`src/rtl/alu_ctrl_pkg.sv`:
```
// Shared ALU-control encodings: ALUOp, funct and ALU select codes, sequencer state type.
// Used by alu_funct_decode, alu_control_seq and the forwarding unit.
package alu_ctrl_pkg;

    localparam logic [2:0] ALUOP_ADD   = 3'b000;
    localparam logic [2:0] ALUOP_SUB   = 3'b001;
    localparam logic [2:0] ALUOP_RTYPE = 3'b010;
    localparam logic [2:0] ALUOP_AND   = 3'b011;
    localparam logic [2:0] ALUOP_OR    = 3'b100;
    localparam logic [2:0] ALUOP_SLT   = 3'b101;
    localparam logic [2:0] ALUOP_LUI   = 3'b110;
    localparam logic [2:0] ALUOP_ILL   = 3'b111;

    localparam logic [5:0] FN_ADD  = 6'b100000;
    localparam logic [5:0] FN_SUB  = 6'b100010;
    localparam logic [5:0] FN_OR   = 6'b100101;
    localparam logic [5:0] FN_AND  = 6'b100100;
    localparam logic [5:0] FN_SLT  = 6'b101010;
    localparam logic [5:0] FN_XOR  = 6'b100110;
    localparam logic [5:0] FN_NOR  = 6'b100111;
    localparam logic [5:0] FN_SLL  = 6'b000000;
    localparam logic [5:0] FN_SRL  = 6'b000010;
    localparam logic [5:0] FN_SRA  = 6'b000011;
    localparam logic [5:0] FN_MULT = 6'b011000;
    localparam logic [5:0] FN_DIV  = 6'b011010;

    localparam logic [3:0] SEL_ADD  = 4'b0000;
    localparam logic [3:0] SEL_SUB  = 4'b0001;
    localparam logic [3:0] SEL_OR   = 4'b0010;
    localparam logic [3:0] SEL_AND  = 4'b0011;
    localparam logic [3:0] SEL_SLT  = 4'b0100;
    localparam logic [3:0] SEL_XOR  = 4'b0101;
    localparam logic [3:0] SEL_NOR  = 4'b0110;
    localparam logic [3:0] SEL_SLL  = 4'b0111;
    localparam logic [3:0] SEL_SRL  = 4'b1000;
    localparam logic [3:0] SEL_SRA  = 4'b1001;
    localparam logic [3:0] SEL_MULT = 4'b1010;
    localparam logic [3:0] SEL_DIV  = 4'b1011;
    localparam logic [3:0] SEL_LUI  = 4'b1100;
    localparam logic [3:0] SEL_NOP  = 4'b1111;

    typedef enum logic {IDLE, MD_RUN} state_t;

    function automatic logic is_muldiv(input logic [3:0] sel);
        return (sel == SEL_MULT) || (sel == SEL_DIV);
    endfunction

endpackage

```
`src/rtl/alu_funct_decode.sv`:
```
// Combinational {ALUOp, funct} -> ALU select decode with illegal flag and MULT/DIV tags.
// Undefined encodings map to SEL_NOP with illegal set.
module alu_funct_decode
    import alu_ctrl_pkg::*;
#(
    parameter int OP_W   = 3,
    parameter int FUNC_W = 6,
    parameter int SEL_W  = 4
) (
    input  logic [OP_W-1:0]   alu_op,
    input  logic [FUNC_W-1:0] funct,
    output logic [SEL_W-1:0]  sel,
    output logic              illegal,
    output logic              is_mul,
    output logic              is_div
);

    logic [3:0] sel4;

    always_comb begin
        sel4    = SEL_NOP;
        illegal = 1'b0;
        case (alu_op)
            OP_W'(ALUOP_ADD): sel4 = SEL_ADD;
            OP_W'(ALUOP_SUB): sel4 = SEL_SUB;
            OP_W'(ALUOP_AND): sel4 = SEL_AND;
            OP_W'(ALUOP_OR):  sel4 = SEL_OR;
            OP_W'(ALUOP_SLT): sel4 = SEL_SLT;
            OP_W'(ALUOP_LUI): sel4 = SEL_LUI;
            OP_W'(ALUOP_RTYPE): begin
                case (funct)
                    FUNC_W'(FN_ADD):  sel4 = SEL_ADD;
                    FUNC_W'(FN_SUB):  sel4 = SEL_SUB;
                    FUNC_W'(FN_OR):   sel4 = SEL_OR;
                    FUNC_W'(FN_AND):  sel4 = SEL_AND;
                    FUNC_W'(FN_SLT):  sel4 = SEL_SLT;
                    FUNC_W'(FN_XOR):  sel4 = SEL_XOR;
                    FUNC_W'(FN_NOR):  sel4 = SEL_NOR;
                    FUNC_W'(FN_SLL):  sel4 = SEL_SLL;
                    FUNC_W'(FN_SRL):  sel4 = SEL_SRL;
                    FUNC_W'(FN_SRA):  sel4 = SEL_SRA;
                    FUNC_W'(FN_MULT): sel4 = SEL_MULT;
                    FUNC_W'(FN_DIV):  sel4 = SEL_DIV;
                    default:          illegal = 1'b1;
                endcase
            end
            default: illegal = 1'b1;
        endcase
    end

    assign sel    = SEL_W'(sel4);
    assign is_mul = (sel4 == SEL_MULT);
    assign is_div = (sel4 == SEL_DIV);

endmodule

```
`src/rtl/alu_control_seq.sv`:
```
// Registered ALU-control stage between ID and EX: valid/ready handshake, flush, MULT/DIV stall sequencer.
// Optional ALUCTL_STATS_EN adds saturating accept/stall counters (stat_ops, stat_stall).
//
// state  | meaning
// IDLE   | issuing single-cycle ops; output register follows handshake
// MD_RUN | MULT/DIV in flight, issue stalled, counter runs down to 0
module alu_control_seq
    import alu_ctrl_pkg::*;
#(
    parameter int OP_W       = 3,
    parameter int FUNC_W     = 6,
    parameter int SEL_W      = 4,
    parameter int MUL_CYCLES = 4,
    parameter int DIV_CYCLES = 32
) (
    input  logic              clk,
    input  logic              rst_n,
    input  logic              flush,
    input  logic              in_valid,
    output logic              in_ready,
    input  logic [OP_W-1:0]   alu_op,
    input  logic [FUNC_W-1:0] funct,
    output logic              out_valid,
    input  logic              out_ready,
    output logic [SEL_W-1:0]  alu_sel,
    output logic              illegal,
    output logic              md_busy,
    output logic              md_done
`ifdef ALUCTL_STATS_EN
    ,
    output logic [31:0]       stat_ops,
    output logic [31:0]       stat_stall
`endif
);

    if (OP_W < 1 || FUNC_W < 1 || SEL_W < 4 || MUL_CYCLES < 1 || DIV_CYCLES < 1) begin : g_param_check
        $error("alu_control_seq: illegal parameter value");
    end

    localparam int MAXN  = (MUL_CYCLES > DIV_CYCLES) ? MUL_CYCLES : DIV_CYCLES;
    localparam int CNT_W = $clog2(MAXN) + 1;
    localparam logic [CNT_W-1:0] CNT_MUL0 = CNT_W'((MUL_CYCLES > 1) ? MUL_CYCLES - 2 : 0);
    localparam logic [CNT_W-1:0] CNT_DIV0 = CNT_W'((DIV_CYCLES > 1) ? DIV_CYCLES - 2 : 0);

    state_t             state, state_nx;
    logic [CNT_W-1:0]   cnt, cnt_nx;
    logic               md_div, md_div_nx;
    logic               out_valid_nx, illegal_nx, md_done_nx;
    logic [SEL_W-1:0]   alu_sel_nx;

    logic [SEL_W-1:0]   dec_sel;
    logic               dec_illegal, dec_is_mul, dec_is_div;
    logic               accept, md_path;

    alu_funct_decode #(
        .OP_W   (OP_W),
        .FUNC_W (FUNC_W),
        .SEL_W  (SEL_W)
    ) u_decode (
        .alu_op  (alu_op),
        .funct   (funct),
        .sel     (dec_sel),
        .illegal (dec_illegal),
        .is_mul  (dec_is_mul),
        .is_div  (dec_is_div)
    );

    assign md_busy  = (state == MD_RUN);
    assign in_ready = !flush && !md_busy && (!out_valid || out_ready);
    assign accept   = in_valid && in_ready;
    // A one-cycle MULT/DIV latency degenerates to an ordinary single-cycle issue.
    assign md_path  = is_muldiv(dec_sel[3:0]) &&
                      (dec_is_mul ? (MUL_CYCLES > 1) : (DIV_CYCLES > 1));

    always_ff @(posedge clk or negedge rst_n) begin
        if (!rst_n) begin
            state     <= IDLE;
            cnt       <= '0;
            md_div    <= 1'b0;
            out_valid <= 1'b0;
            alu_sel   <= SEL_W'(SEL_NOP);
            illegal   <= 1'b0;
            md_done   <= 1'b0;
        end else begin
            state     <= state_nx;
            cnt       <= cnt_nx;
            md_div    <= md_div_nx;
            out_valid <= out_valid_nx;
            alu_sel   <= alu_sel_nx;
            illegal   <= illegal_nx;
            md_done   <= md_done_nx;
        end
    end

    always_comb begin
        state_nx     = state;
        cnt_nx       = cnt;
        md_div_nx    = md_div;
        out_valid_nx = out_valid;
        alu_sel_nx   = alu_sel;
        illegal_nx   = illegal;
        md_done_nx   = 1'b0;
        if (flush) begin
            state_nx     = IDLE;
            cnt_nx       = '0;
            out_valid_nx = 1'b0;
        end else begin
            case (state)
                IDLE: begin
                    if (out_valid && out_ready)
                        out_valid_nx = 1'b0;
                    if (accept) begin
                        if (md_path) begin
                            state_nx     = MD_RUN;
                            cnt_nx       = dec_is_div ? CNT_DIV0 : CNT_MUL0;
                            md_div_nx    = dec_is_div;
                            out_valid_nx = 1'b0;
                        end else begin
                            out_valid_nx = 1'b1;
                            alu_sel_nx   = dec_sel;
                            illegal_nx   = dec_illegal;
                        end
                    end
                end
                MD_RUN: begin
                    if (cnt == '0) begin
                        state_nx     = IDLE;
                        out_valid_nx = 1'b1;
                        alu_sel_nx   = md_div ? SEL_W'(SEL_DIV) : SEL_W'(SEL_MULT);
                        illegal_nx   = 1'b0;
                        md_done_nx   = 1'b1;
                    end else begin
                        cnt_nx = cnt - CNT_W'(1);
                    end
                end
                default: state_nx = IDLE;
            endcase
        end
    end

`ifdef ALUCTL_STATS_EN
    always_ff @(posedge clk or negedge rst_n) begin
        if (!rst_n) begin
            stat_ops   <= '0;
            stat_stall <= '0;
        end else begin
            if (accept && (stat_ops != 32'hFFFF_FFFF))
                stat_ops <= stat_ops + 32'd1;
            if (in_valid && !in_ready && (stat_stall != 32'hFFFF_FFFF))
                stat_stall <= stat_stall + 32'd1;
        end
    end
`endif

endmodule

```
`config.mk`:
```
export PLATFORM = sky130hd
export DESIGN_NAME = alu_control_seq
export DESIGN_NICKNAME = d
export VERILOG_FILES = /design/src/rtl/alu_ctrl_pkg.sv /design/src/rtl/alu_funct_decode.sv /design/src/rtl/alu_control_seq.sv
export SDC_FILE = /design/constraint.sdc
export NUM_CORES = 1
export LEC_CHECK = 0
export CAP_MARGIN = 20
export CORE_MARGIN = 2
export CORE_UTILIZATION = 52
export CTS_CLUSTER_SIZE = 20
export DETAILED_ROUTE_END_ITERATION = 8
export HOLD_SLACK_MARGIN = 0.08
export PLACE_DENSITY_LB_ADDON = 0.25
export SYNTH_ARGS = -nofsm -noshare
export SYNTH_HDL_FRONTEND = slang
export SYNTH_SLANG_ARGS = --single-unit
```
`constraint.sdc`:
```
create_clock -name clk -period 2.3 [get_ports clk]
set_clock_uncertainty 0.15 [all_clocks]
set_input_delay 0.46 -clock clk [delete_from_list [all_inputs] [get_ports clk]]
set_output_delay 0.46 -clock clk [all_outputs]
set_load 0.01 [all_outputs]
```
==> flow_metrics.env <==
export IMPL_status="complete, no violations"
export IMPL_p_sw_w=0.000230
export IMPL_top_layer_used="met4"
export IMPL_dr_wl_met3_um=177
export IMPL_cp_arrival_ps=2290
export IMPL_dr_wl_met2_um=1530
export IMPL_syn_nets=149
export IMPL_start_util=0.561
export IMPL_avgViaCountPerCell=5.76
export IMPL_antenna_found_initial=0
export IMPL_synth_area_um2=1280
export IMPL_nNetsFinal=204
export IMPL_grt_total_usage=0.237
export IMPL_min_path_cells=2
export IMPL_yosysSeqAreaShare=0.298
export IMPL_ir_worst_vdd_mv=0.421
export IMPL_cts_tree="yes"
export IMPL_antenna_cells=0
export IMPL_synth_seq_cells=15
export IMPL_die_area_um2=2870
export IMPL_drtAntennaViolNets=0
export IMPL_cts_root_buf="clkbuf_4"
export IMPL_synth_area_top_cells="dfrtp_1, dfstp_2, mux2_4, a21oi_1, inv_1"
export IMPL_critical_path_class="input port to flip-flop"
export IMPL_routed_wl_um=3190
export IMPL_area_growth_pct=41.9
export IMPL_r2r_setup_slack_ps=190
export IMPL_cts_sinks=15
export IMPL_path_clk_slew_ps=90
export IMPL_async_flop_share=1.00
export IMPL_wl_per_cell_um=14.8
export IMPL_grt_pass1_wl_um=4930
export IMPL_via_count=1239
export IMPL_power_density_nw_per_um2=415
export IMPL_fin_hold_ws_ps=345
export IMPL_drc_errors=0
export IMPL_hp_class="flip-flop to flip-flop"
export IMPL_ys_types=61
export IMPL_final_cells=215
export IMPL_fin_area_um2=1810
export IMPL_coreArea_um2=2280
export IMPL_drt_iter0_markers=30
export IMPL_synth_top_area_frac=0.216
export IMPL_yosysTopAreaCell="dfrtp_1"
export IMPL_end_kind="flip-flop"
export IMPL_place_congestion=0.880
export IMPL_pwr_share_seq=0.428
export IMPL_cp_start_kind="input port"
export IMPL_critPathMaxStageDelay_ps=490
export IMPL_p_comb_frac=0.364
export IMPL_maxSlewViolCount=0
export IMPL_dp_cells=208
export IMPL_power_internal_w=0.000521
export IMPL_crit_chain="clkdlybuf4s50_1, or3_4, nor2_4, nand3_4, a31oi_4, mux2_4"
export IMPL_numCtsBuffers=3
export IMPL_required_ps=2330
export IMPL_cp_slowest_cell="clkdlybuf4s50_1"
export IMPL_first_pass_iters=4
export IMPL_cts_buffer_depth=2
export IMPL_syn_inst=133
export IMPL_setup_viol=0
export IMPL_period_share=0.980
export IMPL_die_h_um=53.5
export IMPL_postPlaceCellArea_um2=1710
export IMPL_synth_top_flop_cell="dfrtp_1"
export IMPL_holdPathEnd="alu_sel[1]"
export IMPL_clkLatencyLatePin_ps=290
export IMPL_cts_max_level=1
export IMPL_r2r_end="cnt[1]"
export IMPL_numPortBuffers=22
export IMPL_hold_viol_final=0
export IMPL_wl_met1_um=1460
export IMPL_fmax_mhz=444
export IMPL_layout_core_utilization=0.795
export IMPL_final_layout_size_suffix_gt1_frac=0.364
export IMPL_avgSynthCellArea_um2=9.60
export IMPL_relSlewSlack=0.555
export IMPL_period_needed_ps=2250
export IMPL_hpwl_um=2380
export IMPL_tightest_slew_ps=666
export IMPL_die_w_um=53.5
export IMPL_ff2ff_path_depth=6
export IMPL_max_cap_viol_count=0
export IMPL_n_fill_cell=149
export IMPL_grt_pass1_vias=1156
export IMPL_p_clk_frac=0.208
export IMPL_reg2reg_from="cnt[2]"
export IMPL_overflow=0
export IMPL_grt_max_degree=16
export IMPL_boundaryPins=23
export IMPL_synth_top_cells_by_count="dfrtp_1, inv_1, nor2_1"
export IMPL_cp_max_fo=6
export IMPL_finalSetupTns_ps=0
export IMPL_leakage_nw=0.846
export IMPL_hold_path_startpoint="alu_sel[1]"
export IMPL_yosysWarnings=0
export IMPL_fp_row_count=17
export IMPL_swShare=0.306
export IMPL_synth_edf_count=0
-- layout make-up --
cell class	instances	area, um^2	area share
Clock buffer	3	22.5	0.0124
Multi-Input combinational cell	99	837	0.462
Clock inverter	1	5.00	0.00276
Sequential cell	15	382	0.211
Timing Repair Buffer	57	484	0.267
Tap cell	28	35.0	0.0194
Inverter	12	45.0	0.0249
-- cells by family after synthesis --
group / Yosys count / synth area share
buf+inv: 19 / 0.0853
mux: 8 / 0.0804
fa+ha+maj: 2 / 0.0196
xor+xnor: 1 / 0.00686
simple gates: 47 / 0.245
flops: 15 / 0.298
compound gates: 41 / 0.265
-- flip-flops by register name, summed over array words and instances, names as in the netlist --
name and cells:
alu_sel 4, md_div 1, cnt 6, md_done 1, out_valid 1, md_busy 1
illegal 1
-- layer usage --
metal  GRT usage  vias to the layer above
met1       0.309                      594
met4      0.0598                        0
met5           0                        -
met3      0.0528                        4
li1            -                      599
met2       0.397                       42
-- critical path: cells and delay by family --
| kind | cells | cell delay (ps) |
|---|---|---|
| multiplexers | 1 | 330 |
| AND/OR/NAND/NOR | 3 | 700 |
| buffers and inverters | 1 | 490 |
| AO/OA/AOI/OAI | 1 | 310 |
-- per-stage QoR --
step / power [W] / setup WS (ps)
5_1_grt: 0.000789 / -7.04
3_5_place_dp: 0.000591 / -470
3_3_place_gp: 0.000583 / -425
6_report: 0.000751 / 47.0
2_1_floorplan: 0.000463 / 115
4_1_cts: 0.000745 / -10.3
-- how the worst max path moves through the flow --
stage | startpoint | cells past startpoint | to
after global routing | funct[0] | 7 | illegal
final | alu_op[0] | 6 | illegal
after global placement | funct[3] | 8 | illegal
after CTS | alu_op[2] | 7 | illegal
after detailed placement | funct[5] | 8 | alu_sel[2]
after floorplan | funct[5] | 7 | illegal
-- layout by cell type, fill, tap and decap left out, types with 2 or more instances in the layout --
cell,instances
or2_2,2
a21oi_1,10
dfrtp_1,10
mux2i_1,2
inv_1,11
a31o_1,2
nor2_1,11
dfstp_2,4
o2111ai_1,2
nor3_1,5
clkbuf_4,3
mux2_4,4
clkdlybuf4s50_1,14
dlymetal6s2s_1,2
ha_1,2
a211oi_1,2
o21ai_0,3
a31oi_1,2
nand2_1,8
buf_4,34
nand2b_1,5
dlygate4sd2_1,6
-- timing repair --
item	4_1_cts	5_1_grt
pin swaps	2	4
hold buffers	0	0
endpoints found under the setup margin	12	9
setup buffers	1	2
gates resized for setup	8	10
-- power groups by stage --
stage                     sequential [W]  combinational, W  clock, W
after detailed placement        0.000327          0.000264         0
after global routing            0.000325          0.000296  0.000168
after floorplan                 0.000334          0.000130         0
final                           0.000321          0.000274  0.000156
after CTS                       0.000322          0.000264  0.000159
after global placement          0.000326          0.000257         0
No activity file was read; power rests on OpenSTA's default activity.
